**src/rtl/stateful_unwind.sv**
```systemverilog
// stateful_unwind: recovers per-step deltas from an accumulated count stream and checks that they increase by 1 each step.
// Latency: one cycle from an accepted input sample to its delta beat on the output.
// Backpressure: in_ready = !out_valid | out_ready. While a beat is stalled, no input is taken and all state holds.
// Optional: define STATEFUL_UNWIND_ERR_CNT_EN to add the err_cnt port, a saturating count of error beats.
module stateful_unwind #(
  parameter int W = 4
) (
  input  logic         clk,
  input  logic         rst,
  input  logic         in_valid,
  output logic         in_ready,
  input  logic [W-1:0] in_cnt,
  input  logic         sync_clr,
  output logic         out_valid,
  input  logic         out_ready,
  output logic [W-1:0] out_delta,
  output logic         out_err,
  output logic         locked,
  output logic         err_sticky
`ifdef STATEFUL_UNWIND_ERR_CNT_EN
  ,
  output logic [W-1:0] err_cnt
`endif
);

  typedef enum logic [1:0] {S_PRIME, S_SYNC, S_TRACK, S_ERR} state_t;

  state_t       r_state;
  state_t       w_state_nxt;
  logic [W-1:0] r_prev;
  logic [W-1:0] r_expect;
  logic         r_out_valid;
  logic [W-1:0] r_out_delta;
  logic         r_out_err;
  logic         r_err_sticky;

  logic         w_accept;
  logic [W-1:0] w_delta;
  logic         w_emit;
  logic         w_emit_err;
  logic         w_mismatch;
  logic         w_load_expect;

  assign in_ready   = !r_out_valid || out_ready;
  assign w_accept   = in_valid && in_ready;
  assign w_delta    = in_cnt - r_prev;
  assign out_valid  = r_out_valid;
  assign out_delta  = r_out_delta;
  assign out_err    = r_out_err;
  assign locked     = (r_state == S_TRACK);
  assign err_sticky = r_err_sticky;

  // Next state and beat decision. A sample taken during sync_clr becomes the new priming sample.
  always_comb begin
    w_state_nxt   = r_state;
    w_emit        = 1'b0;
    w_emit_err    = 1'b0;
    w_mismatch    = 1'b0;
    w_load_expect = 1'b0;
    if (sync_clr) begin
      w_state_nxt = w_accept ? S_SYNC : S_PRIME;
    end else if (w_accept) begin
      case (r_state)
        S_PRIME: w_state_nxt = S_SYNC;
        S_SYNC: begin
          w_emit        = 1'b1;
          w_load_expect = 1'b1;
          w_state_nxt   = S_TRACK;
        end
        S_TRACK: begin
          w_emit        = 1'b1;
          w_load_expect = 1'b1;
          w_mismatch    = (w_delta != r_expect);
          w_emit_err    = w_mismatch;
          if (w_mismatch) w_state_nxt = S_ERR;
        end
        S_ERR: begin
          w_emit     = 1'b1;
          w_emit_err = 1'b1;
        end
        default: w_state_nxt = S_PRIME;
      endcase
    end
  end

  // State, previous sample and expected-step registers
  always_ff @(posedge clk or posedge rst) begin
    if (rst) begin
      r_state  <= S_PRIME;
      r_prev   <= '0;
      r_expect <= '0;
    end else begin
      r_state <= w_state_nxt;
      if (w_accept)      r_prev   <= in_cnt;
      if (w_load_expect) r_expect <= w_delta + W'(1);
    end
  end

  // Output beat register: load on emit, drop once the beat is taken; sync_clr never flushes it
  always_ff @(posedge clk or posedge rst) begin
    if (rst) begin
      r_out_valid <= 1'b0;
      r_out_delta <= '0;
      r_out_err   <= 1'b0;
    end else if (w_emit) begin
      r_out_valid <= 1'b1;
      r_out_delta <= w_delta;
      r_out_err   <= w_emit_err;
    end else if (out_ready) begin
      r_out_valid <= 1'b0;
    end
  end

  // Sticky error flag, cleared only by sync_clr
  always_ff @(posedge clk or posedge rst) begin
    if (rst)             r_err_sticky <= 1'b0;
    else if (sync_clr)   r_err_sticky <= 1'b0;
    else if (w_mismatch) r_err_sticky <= 1'b1;
  end

`ifdef STATEFUL_UNWIND_ERR_CNT_EN
  logic [W-1:0] r_err_cnt;
  assign err_cnt = r_err_cnt;

  // Saturating count of error beats; a clear wins over an increment
  always_ff @(posedge clk or posedge rst) begin
    if (rst)
      r_err_cnt <= '0;
    else if (sync_clr)
      r_err_cnt <= '0;
    else if (w_emit && w_emit_err && (r_err_cnt != {W{1'b1}}))
      r_err_cnt <= r_err_cnt + W'(1);
  end
`endif

endmodule

```
**config.mk**
```make
export PLATFORM = sky130hd
export DESIGN_NAME = stateful_unwind
export DESIGN_NICKNAME = d
export VERILOG_FILES = /design/src/rtl/stateful_unwind.sv
export SDC_FILE = /design/constraint.sdc
export NUM_CORES = 1
export LEC_CHECK = 0
export ABC_CLOCK_PERIOD_IN_PS = 2680
export BUFFER_PORTS_ARGS = -buffer_cell sky130_fd_sc_hd__buf_2
export CAP_MARGIN = 10
export CORE_MARGIN = 2
export CORE_UTILIZATION = 57
export CTS_BUF_LIST = sky130_fd_sc_hd__clkbuf_2
export DETAILED_ROUTE_END_ITERATION = 8
export PLACE_DENSITY = 0.84
export SKIP_LAST_GASP = 1
export SLEW_MARGIN = 0
export SYNTH_ARGS = -nofsm -noshare
export SYNTH_HDL_FRONTEND = slang
export SYNTH_SLANG_ARGS = --single-unit
```
**constraint.sdc**
```tcl
create_clock -name clk -period 2.68 [get_ports clk]
set_clock_uncertainty 0.2 [all_clocks]
set_input_delay 0.536 -clock clk [delete_from_list [all_inputs] [get_ports clk]]
set_output_delay 0.536 -clock clk [all_outputs]
set_load 0.05 [all_outputs]
```
# After elaboration in Yosys (flattened, before gate mapping)
# Cells that the tools add are included.
[word_totals]
in_bits = 9
output_inout_bits = 9
register_bits = 17
word_cells = 46
[classes]
n_eq_ne = 5
n_mux = 21
n_addsub = 2
n_reduce_logical = 11
[ops]
columns = ["cell", "count"]
rows = [
  ["1-bit 2-to-1 mux", 16],
  ["2-bit 2-to-1 mux", 3],
  ["2-bit one-hot mux with 3 select lines", 1],
  ["2-bit nonzero test", 3],
  ["4-bit by 1-bit adder with 4-bit output, second input constant", 1],
  ["2-bit equality test, second input constant", 2],
  ["4-bit inequality test", 1],
  ["4-bit nonzero test", 1],
  ["4-bit subtractor", 1],
  ["3-bit by 2-bit inequality test with 1-bit output, second input constant", 1],
  ["3-bit AND reduction", 1],
  ["3-bit OR reduction", 1],
  ["2-bit by 1-bit equality test with 1-bit output, second input constant", 1],
  ["2-bit logical NOT", 1],
  ["1-bit one-hot mux with 2 select lines", 1],
  ["2-bit OR reduction", 1],
  ["1-bit logical AND", 1],
  ["1-bit logical NOT", 1],
  ["1-bit logical OR", 1],
]

# Logic depth before layout (Yosys ltp)
[logic_depth]
depth_word = 7
depth_mapped = 9
mapped_depth_nobuf = 9

# Least setup slack after synthesis
# Ideal clock, no wire load.
[synth_timing]
path_kind = "input-to-reg"
start = "in in_cnt[0]"
end = "reg r_state[0]"
setup_ns = 0.129
required_time_ns = 2.351
slack_ns = 0.271
stages = 9
path_buffers = 0
arrival_ns = 2.080
path_cell_list = "inv_1 ha_1 inv_1 fa_1 xnor2_1 nand4_1 a21oi_4 mux2i_1 nand3_1"
[synth_via]
elab_chain_len = 4
[synth_lines]
columns = ["element", "line_no", "rtl"]
rows = [
  ["start, declared", "12", "input logic [W-1:0] in_cnt,"],
  ["4-bit subtractor", "46", "assign w_delta = in_cnt - r_prev;"],
  ["named net w_delta[1]", "38", "logic [W-1:0] w_delta;"],
  ["4-bit inequality test", "73", "w_mismatch = (w_delta != r_expect);"],
  ["3-bit by 2-bit inequality test with 1-bit output (no line)", "--", ""],
  ["3-bit AND reduction (no line)", "--", ""],
  ["end signal, assigned", "93", "r_state <= w_state_nxt;"],
  ["end, declared", "28", "state_t r_state;"],
]
# The timed path passes the listed nets, and every way through them passes these cells.
# A chain may end at the register's enable or synchronous reset.

# Worst setup path in the final report
[layout_timing]
start = "reg r_prev[0]"
end = "reg r_state[0]"
[layout_via]
elab_chain_len = 4
[layout_lines]
columns = ["element", "line_no", "rtl"]
rows = [
  ["start, declared", "30", "logic [W-1:0] r_prev;"],
  ["start signal, assigned", "94", "if (w_accept) r_prev <= in_cnt;"],
  ["4-bit subtractor", "46", ""],
  ["named net w_delta[1]", "38", ""],
  ["4-bit inequality test", "73", ""],
  ["3-bit by 2-bit inequality test with 1-bit output (no line)", "--", ""],
  ["3-bit AND reduction (no line)", "--", ""],
]
# The timed path passes the listed nets, and every way through them passes these cells.

==> out/metrics.yaml <==
status:
  status: "completed"
placed_design:
  dp_cells: 135
  dpl_cell_area_um2: 1150
  dp_slack_ns: 0.0313
  dp.final_hpwl_um: 1530
  numPortBuffers: 17
  gp_routability_congestion: 0.832
timing:
  slew_headroom_pct: 55.7
  finalSetupTns_ns: 0
  clock.fmax_mhz: 424
  worstMarginPinSlew_ns: 0.663
  slew_violations: 0
  hold_viol_final: 0
  fin_crit_sh_pct: 88.0
  fin_crit_ns: 2.36
  setup_viol: 0
  timing.final.ws_setup_ns: 0.321
  grt_setup_unrepaired: "no"
setup_path:
  timing.critical_path.fanout_max: 4
  worst_r2r_endpoint: "r_state[0]$_DFFE_PP0P_"
  required_ns: 2.67
  crit_type: "flop to flop"
  r2r_start: "r_prev[0]$_DFFE_PP0P_"
  worst_setup_path_start_kind: "flop"
  worstSetupStartpoint: "r_prev[0]$_DFFE_PP0P_"
  critPathArrivalTime_ns: 2.35
  worst_r2r_path_depth: 8
  regToRegSetupSlack_ns: 0.32
  endpoint_kind: "flop"
cts:
  clock-sinks: 17
  htreeDepth: 1
  clockBufferDepth: 2
  ctsHoldBuffers: 0
  cts_tree: "yes"
  cts-buffers-inserted: 3
  cts_root_buf: "clkbuf_2"
  cts_setup_buffers: 0
  path_clk_slew_ns: 0.17
  clk_latency_ns: 0.30
  ctsResizeCount: 0
routing:
  wire_per_inst_um: 13.8
  vias: 737
  drtPass1Iterations: 4
  wirelength_um: 1920
  via_per_inst: 5.30
  drc: 0
  drt_iter0_markers: 16
  ant_nets: 0
final_layout:
  instances_no_fill: 139
  finalNetCount: 134
  drive_above_1_share_pct: 29.8
  area.growth.synth_to_final_pct: 12.3
  antenna_cells: 0
  final_area_um2: 1170
yosys:
  yosysMostFrequentCell: "dfrtp_1"
  synthFlopType: "dfrtp_1"
  yosys.area.top_type: "dfrtp_1"
  ys_ff_latch: 17
  synth_common_cells: "dfrtp_1 (17), ha_1 (9), inv_1 (9)"
  synth_nets: 113
  synth-edff-count: 0
  syn_inst: 94
  ys_warn_count: 0
  syn_area_um2: 1050
  synthArstFlopShare_pct: 100
  synth_cell_types: 30
  yosys-top-cells-area: "dfrtp_1 (41%), ha_1 (11%), mux2_2 (8.6%)"
  avgSynthCellArea_um2: 11.1
  ys_seq_area_share_pct: 40.7
  yosysTopAreaCellShare_pct: 40.7
power:
  ir_worst_vdd_mv: 0.647
  p_total_w: 0.00122
  cellPowerDensity_nw_per_um2: 1030
  p_leak_nw: 0.589
job:
  cap_violations: 0
floorplanning:
  dieArea_um2: 2190
  start_util_pct: 60.6
  die_x_um: 46.8
  dieHeight_um: 46.8
  core-area_um2: 1730
  fp-row-count: 15
  io_pins: 18
global_routing:
  gr-total-overflow: 0
  grt_pass1_vias: 716
  grt_max_degree: 18
  antenna_found_initial: 0
  grt.total_usage_pct: 20.9
  grt_pass1_wl_um: 3150
min_path:
  hold_path_class: "input port to async pin"
[metrics by stage]
step / utilization (%) / hold WS, ns
3_5_place_dp: 66.9 / 0.266
3_3_place_gp: 66.9 / 0.258
2_1_floorplan: - / 0.253
5_1_grt: 68.0 / 0.137
4_1_cts: 68.0 / 0.105
6_report: 68.0 / 0.0897
[logic make-up (layout without fill, tap and decap cells)]
family / Yosys count / count (layout) / share of synthesized area, %
XOR/XNOR: 9 / 9 / 10.2
AO/OA/AOI/OAI: 13 / 13 / 9.21
multiplexers: 10 / 10 / 10.5
flip-flops: 17 / 17 / 40.7
AND/OR/NAND/NOR: 24 / 24 / 12.1
buffers and inverters: 11 / 31 / 4.66
adder cells (fa/ha/maj): 10 / 10 / 12.7
[sequential cells by signal, indices dropped and copies added (netlist names)]
signal,count
out_err,1
out_delta,4
err_sticky,1
out_valid,1
r_expect,4
r_state,2
r_prev,4
[report_power, final]
group          internal (W)  switching [W]
registers          0.000350      0.0000629
logic              0.000263       0.000424
clock network     0.0000338      0.0000819
total              0.000646       0.000569
[layout by cell type, fill, tap and decap left out, types with 2 or more instances in the layout]
cell | netlist | final
xnor2_1 | 5 | 5
clkbuf_2 | 0 | 3
nor2_1 | 4 | 4
nand3_1 | 3 | 3
nand2b_1 | 2 | 2
buf_2 | 0 | 17
ha_1 | 9 | 9
inv_1 | 9 | 9
mux2i_1 | 2 | 2
nor3_1 | 2 | 2
o21ai_0 | 6 | 6
mux2_2 | 8 | 8
xor2_1 | 2 | 2
dfrtp_1 | 17 | 17
xnor3_1 | 2 | 2
nand2_1 | 7 | 7
[layer usage]
metal / routed length [um] / global-route usage [%] / vias to the layer above / part of all wire [%]
met5: 0 / 0 / - / 0
met4: 28 / 11.1 / 0 / 1.5
met3: 62 / 2.31 / 4 / 3.2
met2: 1020 / 37.0 / 15 / 53
met1: 809 / 24.9 / 355 / 42
li1: - / - / 363 / -
[worst max-delay path by stage]
| stage | endpoint | cells past startpoint |
|---|---|---|
| detailed placement | r_state[0]$_DFFE_PP0P_ | 10 |
| global placement | r_state[0]$_DFFE_PP0P_ | 10 |
| finish | r_state[0]$_DFFE_PP0P_ | 8 |
| floorplan | r_state[0]$_DFFE_PP0P_ | 9 |
| global route | r_state[0]$_DFFE_PP0P_ | 8 |
| CTS | r_state[0]$_DFFE_PP0P_ | 8 |
[worst max-delay path, cell delays in order (launching register included)]
cell	delay, ns
dfrtp_1	0.41
ha_1	0.19
inv_1	0.07
fa_1	0.48
xnor2_1	0.24
nand4_1	0.16
a21oi_4	0.18
mux2i_1	0.23
nand3_1	0.10
[layout make-up]
class	count	area, um^2
clock buffer	3	15.0
clock inverter	1	5.00
fill	154	552
inverter	9	33.8
multi-input combinational	66	572
sequential	17	425
tap	25	31.3
timing repair buffer	18	92.6
Note: power is estimated with default switching activity, not from simulation.
